File: config.mk
export PLATFORM = sky130hd
export DESIGN_NAME = mem_ctrl_flat
export DESIGN_NICKNAME = d
export VERILOG_FILES = /design/src/rtl/mem_ctrl_pkg.sv /design/src/rtl/mem_ctrl_if.sv /design/src/rtl/mem_ctrl_ext.sv /design/src/rtl/mem_ctrl.sv /design/src/flat_wrapper.sv
export SDC_FILE = /design/constraint.sdc
export NUM_CORES = 1
export LEC_CHECK = 0
export BUFFER_PORTS_ARGS = -buffer_cell sky130_fd_sc_hd__buf_2
export CORE_MARGIN = 2
export CORE_UTILIZATION = 25
export CTS_CLUSTER_DIAMETER = 50
export CTS_CLUSTER_SIZE = 12
export DETAILED_ROUTE_END_ITERATION = 6
export PLACE_DENSITY = 0.49
export REMOVE_ABC_BUFFERS = 1
export SLEW_MARGIN = 15
export SYNTH_ARGS = -nofsm -noshare
export SYNTH_HDL_FRONTEND = slang
export SYNTH_SLANG_ARGS = --single-unit
File: constraint.sdc
create_clock -name clk -period 5.9 [get_ports clk]
set_input_delay 0.295 -clock clk [delete_from_list [all_inputs] [get_ports clk]]
set_output_delay 0.295 -clock clk [all_outputs]
set_load 0.01 [all_outputs]
File: src/rtl/mem_ctrl_pkg.sv
// Shared definitions for the byte-serial memory controller: access op codes,
// controller states and the op-to-byte-count helper.
package mem_ctrl_pkg;

  typedef enum logic [4:0] {
    OP_LB  = 5'd0,
    OP_LH  = 5'd1,
    OP_LW  = 5'd2,
    OP_LBU = 5'd3,
    OP_LHU = 5'd4,
    OP_SB  = 5'd5,
    OP_SH  = 5'd6,
    OP_SW  = 5'd7
  } op_e;

  typedef enum logic [2:0] {
    S_IDLE,
    S_LOAD,
    S_STORE,
    S_FETCH,
    S_DONE
  } state_e;

  function automatic logic [2:0] op_len(input logic [4:0] op);
    case (op)
      OP_LB, OP_LBU, OP_SB: op_len = 3'd1;
      OP_LH, OP_LHU, OP_SH: op_len = 3'd2;
      default:              op_len = 3'd4;
    endcase
  endfunction

endpackage

File: src/rtl/mem_ctrl_if.sv
// Request/response bundle between LSB + ifetch and the memory controller,
// together with the byte-wide RAM/IO pins.
interface mem_ctrl_if;
  logic        load_store_sgn;
  logic        load_or_store;
  logic [4:0]  load_store_op;
  logic [31:0] load_store_addr;
  logic [31:0] load_store_data;
  logic        mem_valid;
  logic [31:0] mem_res;
  logic        ifetch_req;
  logic [31:0] ifetch_pc;
  logic        ifetch_valid;
  logic [31:0] ifetch_inst;
  logic [7:0]  mem_din;
  logic [7:0]  mem_dout;
  logic [31:0] mem_a;
  logic        mem_wr;

  modport master (
    output load_store_sgn, load_or_store, load_store_op, load_store_addr, load_store_data,
    output ifetch_req, ifetch_pc, mem_din,
    input  mem_valid, mem_res, ifetch_valid, ifetch_inst, mem_dout, mem_a, mem_wr
  );

  modport slave (
    input  load_store_sgn, load_or_store, load_store_op, load_store_addr, load_store_data,
    input  ifetch_req, ifetch_pc, mem_din,
    output mem_valid, mem_res, ifetch_valid, ifetch_inst, mem_dout, mem_a, mem_wr
  );
endinterface

File: src/rtl/mem_ctrl_ext.sv
// Load result extension: sign-extends LB/LH, zero-extends LBU/LHU, passes LW.
module mem_ext
  import mem_ctrl_pkg::*;
(
  input  logic [4:0]  op,
  input  logic [31:0] raw,
  output logic [31:0] res
);
  always_comb begin
    case (op)
      OP_LB:   res = {{24{raw[7]}}, raw[7:0]};
      OP_LH:   res = {{16{raw[15]}}, raw[15:0]};
      OP_LBU:  res = {24'b0, raw[7:0]};
      OP_LHU:  res = {16'b0, raw[15:0]};
      default: res = raw;
    endcase
  end
endmodule

File: src/rtl/mem_ctrl.sv
// Byte-serial memory controller for LSB loads/stores and instruction fetch.
// Optional macro IO_BUFFER_FULL_EN: stall IO-region stores while the UART buffer is full.
module mem_ctrl
  import mem_ctrl_pkg::*;
#(
  parameter logic [1:0] IO_ADDR_HI = 2'b11
) (
  input  logic      clk,
  input  logic      rst,
  input  logic      rdy,
  input  logic      rollback,
  input  logic      io_buffer_full,
  mem_ctrl_if.slave bus
);
  state_e      state, state_n;
  logic [2:0]  cnt, cnt_n, len, nb;
  logic [4:0]  op_q, op_n;
  logic [31:0] addr_q, addr_n, data_q, data_n, raw_q, raw_n, raw_cap, ext_res;
  logic [31:0] a_q, a_n, res_q, res_n, inst_q, inst_n;
  logic [7:0]  dout_q, dout_n, din_hold, din;
  logic        wr_q, wr_n, valid_q, valid_n, fvalid_q, fvalid_n, rdy_q;
  logic        io_gate, io_gate_req;

  // The RAM keeps running while rdy is low: hold the byte that was in flight
  // when the freeze began and present it on the first cycle after resuming.
  always_ff @(posedge clk) begin
    if (rst) begin
      rdy_q    <= 1'b0;
      din_hold <= '0;
    end else begin
      rdy_q <= rdy;
      if (rdy_q) din_hold <= bus.mem_din;
    end
  end
  assign din = rdy_q ? bus.mem_din : din_hold;

`ifdef IO_BUFFER_FULL_EN
  logic io_hold;
  always_ff @(posedge clk) begin
    if (rst)      io_hold <= 1'b0;
    else if (rdy) io_hold <= io_buffer_full;
  end
  assign io_gate_req = (bus.load_store_addr[17:16] == IO_ADDR_HI) && (io_buffer_full || io_hold);
  assign io_gate     = (addr_q[17:16] == IO_ADDR_HI) && (io_buffer_full || io_hold);
`else
  logic unused_io;
  assign unused_io   = ^{io_buffer_full, IO_ADDR_HI};
  assign io_gate_req = 1'b0;
  assign io_gate     = 1'b0;
`endif

  assign len = op_len(op_q);
  // In STORE, cnt is the byte on the bus this cycle (if mem_wr) or the one still pending.
  assign nb  = wr_q ? cnt + 3'd1 : cnt;

  always_comb begin
    raw_cap = raw_q;
    case (cnt)
      3'd1:    raw_cap[7:0]   = din;
      3'd2:    raw_cap[15:8]  = din;
      3'd3:    raw_cap[23:16] = din;
      3'd4:    raw_cap[31:24] = din;
      default: ;
    endcase
  end

  mem_ext u_ext (
    .op  (op_q),
    .raw (raw_cap),
    .res (ext_res)
  );

  always_ff @(posedge clk) begin
    if (rst)      state <= S_IDLE;
    else if (rdy) state <= state_n;
  end

  always_comb begin
    state_n = state;
    case (state)
      S_IDLE: begin
        if (!rollback) begin
          if (bus.load_store_sgn)  state_n = bus.load_or_store ? S_LOAD : S_STORE;
          else if (bus.ifetch_req) state_n = S_FETCH;
        end
      end
      S_LOAD, S_FETCH: begin
        if (rollback)        state_n = S_IDLE;
        else if (cnt == len) state_n = S_DONE;
      end
      S_STORE: if (nb == len) state_n = S_DONE;
      S_DONE:  state_n = S_IDLE;
      default: state_n = S_IDLE;
    endcase
  end

  always_comb begin
    cnt_n    = cnt;
    op_n     = op_q;
    addr_n   = addr_q;
    data_n   = data_q;
    raw_n    = raw_q;
    a_n      = '0;
    dout_n   = '0;
    wr_n     = 1'b0;
    valid_n  = 1'b0;
    fvalid_n = 1'b0;
    res_n    = '0;
    inst_n   = '0;
    case (state)
      S_IDLE: begin
        if (!rollback && bus.load_store_sgn) begin
          addr_n = bus.load_store_addr;
          data_n = bus.load_store_data;
          op_n   = bus.load_store_op;
          cnt_n  = '0;
          raw_n  = '0;
          if (bus.load_or_store) begin
            a_n = bus.load_store_addr;
          end else if (!io_gate_req) begin
            a_n    = bus.load_store_addr;
            dout_n = bus.load_store_data[7:0];
            wr_n   = 1'b1;
          end
        end else if (!rollback && bus.ifetch_req) begin
          addr_n = bus.ifetch_pc;
          op_n   = OP_LW;
          cnt_n  = '0;
          raw_n  = '0;
          a_n    = bus.ifetch_pc;
        end
      end
      S_LOAD, S_FETCH: begin
        if (rollback) begin
          cnt_n = '0;
        end else begin
          raw_n = raw_cap;
          cnt_n = cnt + 3'd1;
          if (cnt == len) begin
            if (state == S_FETCH) begin
              fvalid_n = 1'b1;
              inst_n   = raw_cap;
            end else begin
              valid_n = 1'b1;
              res_n   = ext_res;
            end
          end else if (3'(cnt + 3'd1) < len) begin
            a_n = addr_q + {29'b0, 3'(cnt + 3'd1)};
          end
        end
      end
      S_STORE: begin
        if (nb == len) begin
          valid_n = 1'b1;
        end else begin
          cnt_n = nb;
          if (!io_gate) begin
            a_n    = addr_q + {29'b0, nb};
            dout_n = 8'(data_q >> {nb[1:0], 3'b000});
            wr_n   = 1'b1;
          end
        end
      end
      S_DONE:  cnt_n = '0;
      default: cnt_n = '0;
    endcase
  end

  always_ff @(posedge clk) begin
    if (rst) begin
      cnt      <= '0;
      op_q     <= '0;
      addr_q   <= '0;
      data_q   <= '0;
      raw_q    <= '0;
      a_q      <= '0;
      dout_q   <= '0;
      wr_q     <= 1'b0;
      valid_q  <= 1'b0;
      fvalid_q <= 1'b0;
      res_q    <= '0;
      inst_q   <= '0;
    end else if (rdy) begin
      cnt      <= cnt_n;
      op_q     <= op_n;
      addr_q   <= addr_n;
      data_q   <= data_n;
      raw_q    <= raw_n;
      a_q      <= a_n;
      dout_q   <= dout_n;
      wr_q     <= wr_n;
      valid_q  <= valid_n;
      fvalid_q <= fvalid_n;
      res_q    <= res_n;
      inst_q   <= inst_n;
    end
  end

  assign bus.mem_a        = a_q;
  assign bus.mem_dout     = dout_q;
  assign bus.mem_wr       = wr_q;
  assign bus.mem_valid    = valid_q;
  assign bus.mem_res      = res_q;
  assign bus.ifetch_valid = fvalid_q;
  assign bus.ifetch_inst  = inst_q;

endmodule
File: src/flat_wrapper.sv
// flat-port wrapper written by rule: the top's interface ports become plain ports
module mem_ctrl_flat import mem_ctrl_pkg::*;
#(
  parameter logic [1:0] IO_ADDR_HI = 2'b11
)
  (clk, rst, rdy, rollback, io_buffer_full, bus_load_store_sgn, bus_load_or_store, bus_load_store_op, bus_load_store_addr, bus_load_store_data, bus_ifetch_req, bus_ifetch_pc, bus_mem_din, bus_mem_valid, bus_mem_res, bus_ifetch_valid, bus_ifetch_inst, bus_mem_dout, bus_mem_a, bus_mem_wr);
  mem_ctrl_if bus_i ();
  input  logic clk;
  input  logic rst;
  input  logic rdy;
  input  logic rollback;
  input  logic io_buffer_full;
  input wire logic [$bits(bus_i.load_store_sgn)-1:0] bus_load_store_sgn;
  input wire logic [$bits(bus_i.load_or_store)-1:0] bus_load_or_store;
  input wire logic [$bits(bus_i.load_store_op)-1:0] bus_load_store_op;
  input wire logic [$bits(bus_i.load_store_addr)-1:0] bus_load_store_addr;
  input wire logic [$bits(bus_i.load_store_data)-1:0] bus_load_store_data;
  input wire logic [$bits(bus_i.ifetch_req)-1:0] bus_ifetch_req;
  input wire logic [$bits(bus_i.ifetch_pc)-1:0] bus_ifetch_pc;
  input wire logic [$bits(bus_i.mem_din)-1:0] bus_mem_din;
  output wire logic [$bits(bus_i.mem_valid)-1:0] bus_mem_valid;
  output wire logic [$bits(bus_i.mem_res)-1:0] bus_mem_res;
  output wire logic [$bits(bus_i.ifetch_valid)-1:0] bus_ifetch_valid;
  output wire logic [$bits(bus_i.ifetch_inst)-1:0] bus_ifetch_inst;
  output wire logic [$bits(bus_i.mem_dout)-1:0] bus_mem_dout;
  output wire logic [$bits(bus_i.mem_a)-1:0] bus_mem_a;
  output wire logic [$bits(bus_i.mem_wr)-1:0] bus_mem_wr;
  assign bus_i.load_store_sgn = bus_load_store_sgn;
  assign bus_i.load_or_store = bus_load_or_store;
  assign bus_i.load_store_op = bus_load_store_op;
  assign bus_i.load_store_addr = bus_load_store_addr;
  assign bus_i.load_store_data = bus_load_store_data;
  assign bus_i.ifetch_req = bus_ifetch_req;
  assign bus_i.ifetch_pc = bus_ifetch_pc;
  assign bus_i.mem_din = bus_mem_din;
  assign bus_mem_valid = bus_i.mem_valid;
  assign bus_mem_res = bus_i.mem_res;
  assign bus_ifetch_valid = bus_i.ifetch_valid;
  assign bus_ifetch_inst = bus_i.ifetch_inst;
  assign bus_mem_dout = bus_i.mem_dout;
  assign bus_mem_a = bus_i.mem_a;
  assign bus_mem_wr = bus_i.mem_wr;
  mem_ctrl #(.IO_ADDR_HI(IO_ADDR_HI)) u_core (.clk(clk), .rst(rst), .rdy(rdy), .rollback(rollback), .io_buffer_full(io_buffer_full), .bus(bus_i));
endmodule
==> metrics.txt <==
status finished clean; Worst Setup SP u_core.cnt[0]$_SDFFE_PP0P_; fin nets between 1500 and 2000; routability congestion estimate between 0.8 and 0.9; CORE AREA ~43000 sq um; worst reg-to-reg setup slack 1.96 ns; vias per inst about 5; first-pass GRT wire length slightly below 60 mm; vias about 11000; Design Power around 4.6 mW; total track usage around 17%; Root Driver clkbuf_16; fin crit period a little under 4 ns; worst r2r src u_core.cnt[0]$_SDFFE_PP0P_; hold path cells 3; Setup Buffers After CTS 0; power density over cell area between 300 and 400 nW/um^2; mapped cell area around 11000 sq um; CTS Buf Count 35; Peak VDD IR approximately 0.00014 V; Worst-path clk slew approximately 0.060 ns; YS warnings 0; Post-synth top cells 280 x nand2_1, 223 x dfxtp_1, 158 x nor2_1; initial antenna violation count 4; Critical Path Sink u_core.bus.mem_a[24]$_SDFFE_PP0P_; synth top area cells dfxtp_1 41%, nand2_1 9.6%, nor2_1 5.4%, a21oi_1 5.2%, o21ai_0 3.9%; die area 45300 sq um; worst-path maximum fanout 12; top_reg_cell synth dfxtp_1; die extent in x 213 microns; final wirelength between 30 and 40 mm; H-tree depth 2; clk buf depth 3; Final Hold Fails 0; GRT Residual Overflow 0; post-synthesis sequential area ratio a little over 40%; crit path DAT 4.32 ns; Hold Crit Class in2reg; R2R cell count 12; final worst path period share 66.8%; WS Path Type reg2reg; largest net degree at the start of global routing 79; Worst-Margin Slew slightly below 1 ns; r2r endpoint u_core.bus.mem_a[24]$_SDFFE_PP0P_; vias in the first global route roughly 10000; number of port buffers around 220; Starting Density between 20% and 30%; Synth Instances 1395; highest clock rate 254 MHz; Critical Path RT between 6 and 7 ns; clock sinks roughly 220; DRT iter0 DRCs approximately 660; max-cap violations 0; CTS tree yes; Area growth syn-to-layout 29.7%; Slew Limit Fails 0; Seq cells post-synth approximately 220; DRC Markers 0; Synth top area share around two fifths; LEAKAGE 5.61 nW; Post-synth EDFFs 0; Synth Area per Inst ~7.8 sq um; Setup Skew 0.0281 ns; share of post-route cells with drive strength above 1 a little over a fifth; DR WL/cell approximately 17 microns; area leader, netlist dfxtp_1; Unique masters post-synth 64; Skew-Pair Late Insertion Delay 0.55 ns; setup TNS 0 ns; startpoint types flop; Setup Viol. Count Final 0; Cell Rows between 70 and 80; Async SR Flop Fraction 0%; die height about 210 microns; Slew Limit Headroom a little over a third; first-pass iteration count of the detailed router 7; Critical Path End Type flop; RSZ-0062 raised after global routing no; antenna viol nets, final 0; count leader, synth nand2_1; dpl hpwl 26.7 mm; Ports ~220
==> critical path: stages, from the launching register on <==
cell       delay, ns
dfxtp_1         0.45
inv_1           0.16
ha_1            0.46
nand2_1         0.08
o21ai_1         0.16
inv_1           0.41
fa_1            0.59
nor2b_1         0.32
o21ai_0         0.17
or3_1           0.43
a2111oi_0       0.32
nand2b_1        0.15
a221oi_1        0.07
==> area by class of cell <==
| cell class | instances | area (sq um) |
|---|---|---|
| Antenna cell | 1 | 2.50 |
| Clock buffer | 42 | 953 |
| Clock inverter | 20 | 292 |
| Fill cell | 4614 | 28900 |
| Inverter | 28 | 105 |
| Multi-Input combinational cell | 1038 | 5950 |
| Sequential cell | 223 | 4460 |
| Tap cell | 585 | 732 |
| Timing Repair Buffer | 281 | 1660 |
==> power by group <==
group	switching, mW	leakage [nW]	internal, mW
Sequential	0.0906	1.81	1.57
Clock	0.816	0.608	1.40
Combinational	0.483	3.20	0.267
Total	1.39	5.61	3.24
==> worst min-delay path by stage <==
stage                                              from                             endpoint  slack [ns]
finish                                 bus_ifetch_pc[0]        u_core.addr_q[0]$_SDFFE_PP0P_        0.04
global route                           bus_ifetch_pc[0]        u_core.addr_q[0]$_SDFFE_PP0P_        0.03
CTS                              bus_load_store_addr[7]        u_core.addr_q[7]$_SDFFE_PP0P_        0.01
detailed placement  u_core.bus.mem_res[24]$_SDFFE_PP0P_  u_core.bus.mem_res[24]$_SDFFE_PP0P_        0.44
global placement    u_core.bus.mem_res[27]$_SDFFE_PP0P_  u_core.bus.mem_res[27]$_SDFFE_PP0P_        0.43
floorplan                                           rst        u_core.data_q[0]$_SDFFE_PP0P_        0.36
==> layer usage <==
metal  routed length, microns  part of all wire (%)  track usage (%)
met4                      953                   2.5             6.03
met1                    17200                    44             21.7
met5                       41                  0.11                0
met2                    18300                    47             28.5
met3                     2200                   5.7             3.18
==> timing repair <==
| action | 4_1_cts | 5_1_grt |
|---|---|---|
| hold buffers | 42 | 0 |
| hold endpoints to repair | 50 | 0 |
| resized for setup | 0 | 0 |
| endpoints found under the setup margin | 0 | 0 |
==> registers in the layout, summed over array words and instances, names as in the netlist <==
signal and flops:
u_core.cnt 3, u_core.state 3, u_core.bus.mem_wr 1, u_core.rdy_q 1, u_core.op_q 5, u_core.bus.mem_valid 1, u_core.addr_q 32, u_core.bus.ifetch_valid 1
u_core.bus.mem_dout 8, u_core.din_hold 8, u_core.raw_q 32, u_core.bus.mem_res 32, u_core.bus.mem_a 32, u_core.bus.ifetch_inst 32, u_core.data_q 32
==> kinds of logic (layout without fill, tap and decap cells) <==
family | after synthesis | after routing | synth area share (%)
AO/OA/AOI/OAI | 364 | 364 | 21.7
buffers and inverters | 134 | 371 | 5.02
multiplexers | 22 | 22 | 2.95
AND/OR/NAND/NOR | 587 | 587 | 23.5
flip-flops | 223 | 223 | 40.9
other | 0 | 1 | 0
adder cells (fa/ha/maj) | 16 | 16 | 1.97
XOR/XNOR | 49 | 49 | 3.93
==> metrics by stage <==
step	utilization [%]	std cells	cell area (sq um)	hold WS (ns)	setup slack [ns]
6_report	32.9	2218	14200	0.0405	1.96
5_1_grt	32.9	2218	14200	0.0331	1.55
4_1_cts	32.8	2217	14100	0.00957	1.84
3_5_place_dp	29.0	2113	12500	0.437	1.86
3_3_place_gp	29.0	2113	12500	0.431	1.93
2_1_floorplan	-	1289	10500	0.364	0.821
==> cells in the final DEF (no fill, tap or decap), types with 5 or more instances in the layout <==
cell	count
nand2_1	280
dfxtp_1	223
buf_2	221
nor2_1	157
a21oi_1	113
o21ai_0	83
dlygate4sd3_1	42
clkbuf_16	36
a311oi_1	35
nor3_1	34
inv_1	28
xor2_1	25
xnor2_1	24
a221oi_1	22
nor2b_1	21
buf_4	18
nand3_1	17
a22oi_1	15
nand4_1	15
ha_1	14
o21ai_1	13
mux2i_1	13
a222oi_1	12
o21ai_2	10
nand2b_1	9
nor4_1	9
and3_1	8
mux4_2	8
a22o_1	8
a211oi_1	7
a21o_1	7
o22ai_1	7
inv_6	7
and2_1	6
or2_2	5
o21a_1	5
bufinv_16	5
No activity file was read; power rests on OpenSTA's default activity.
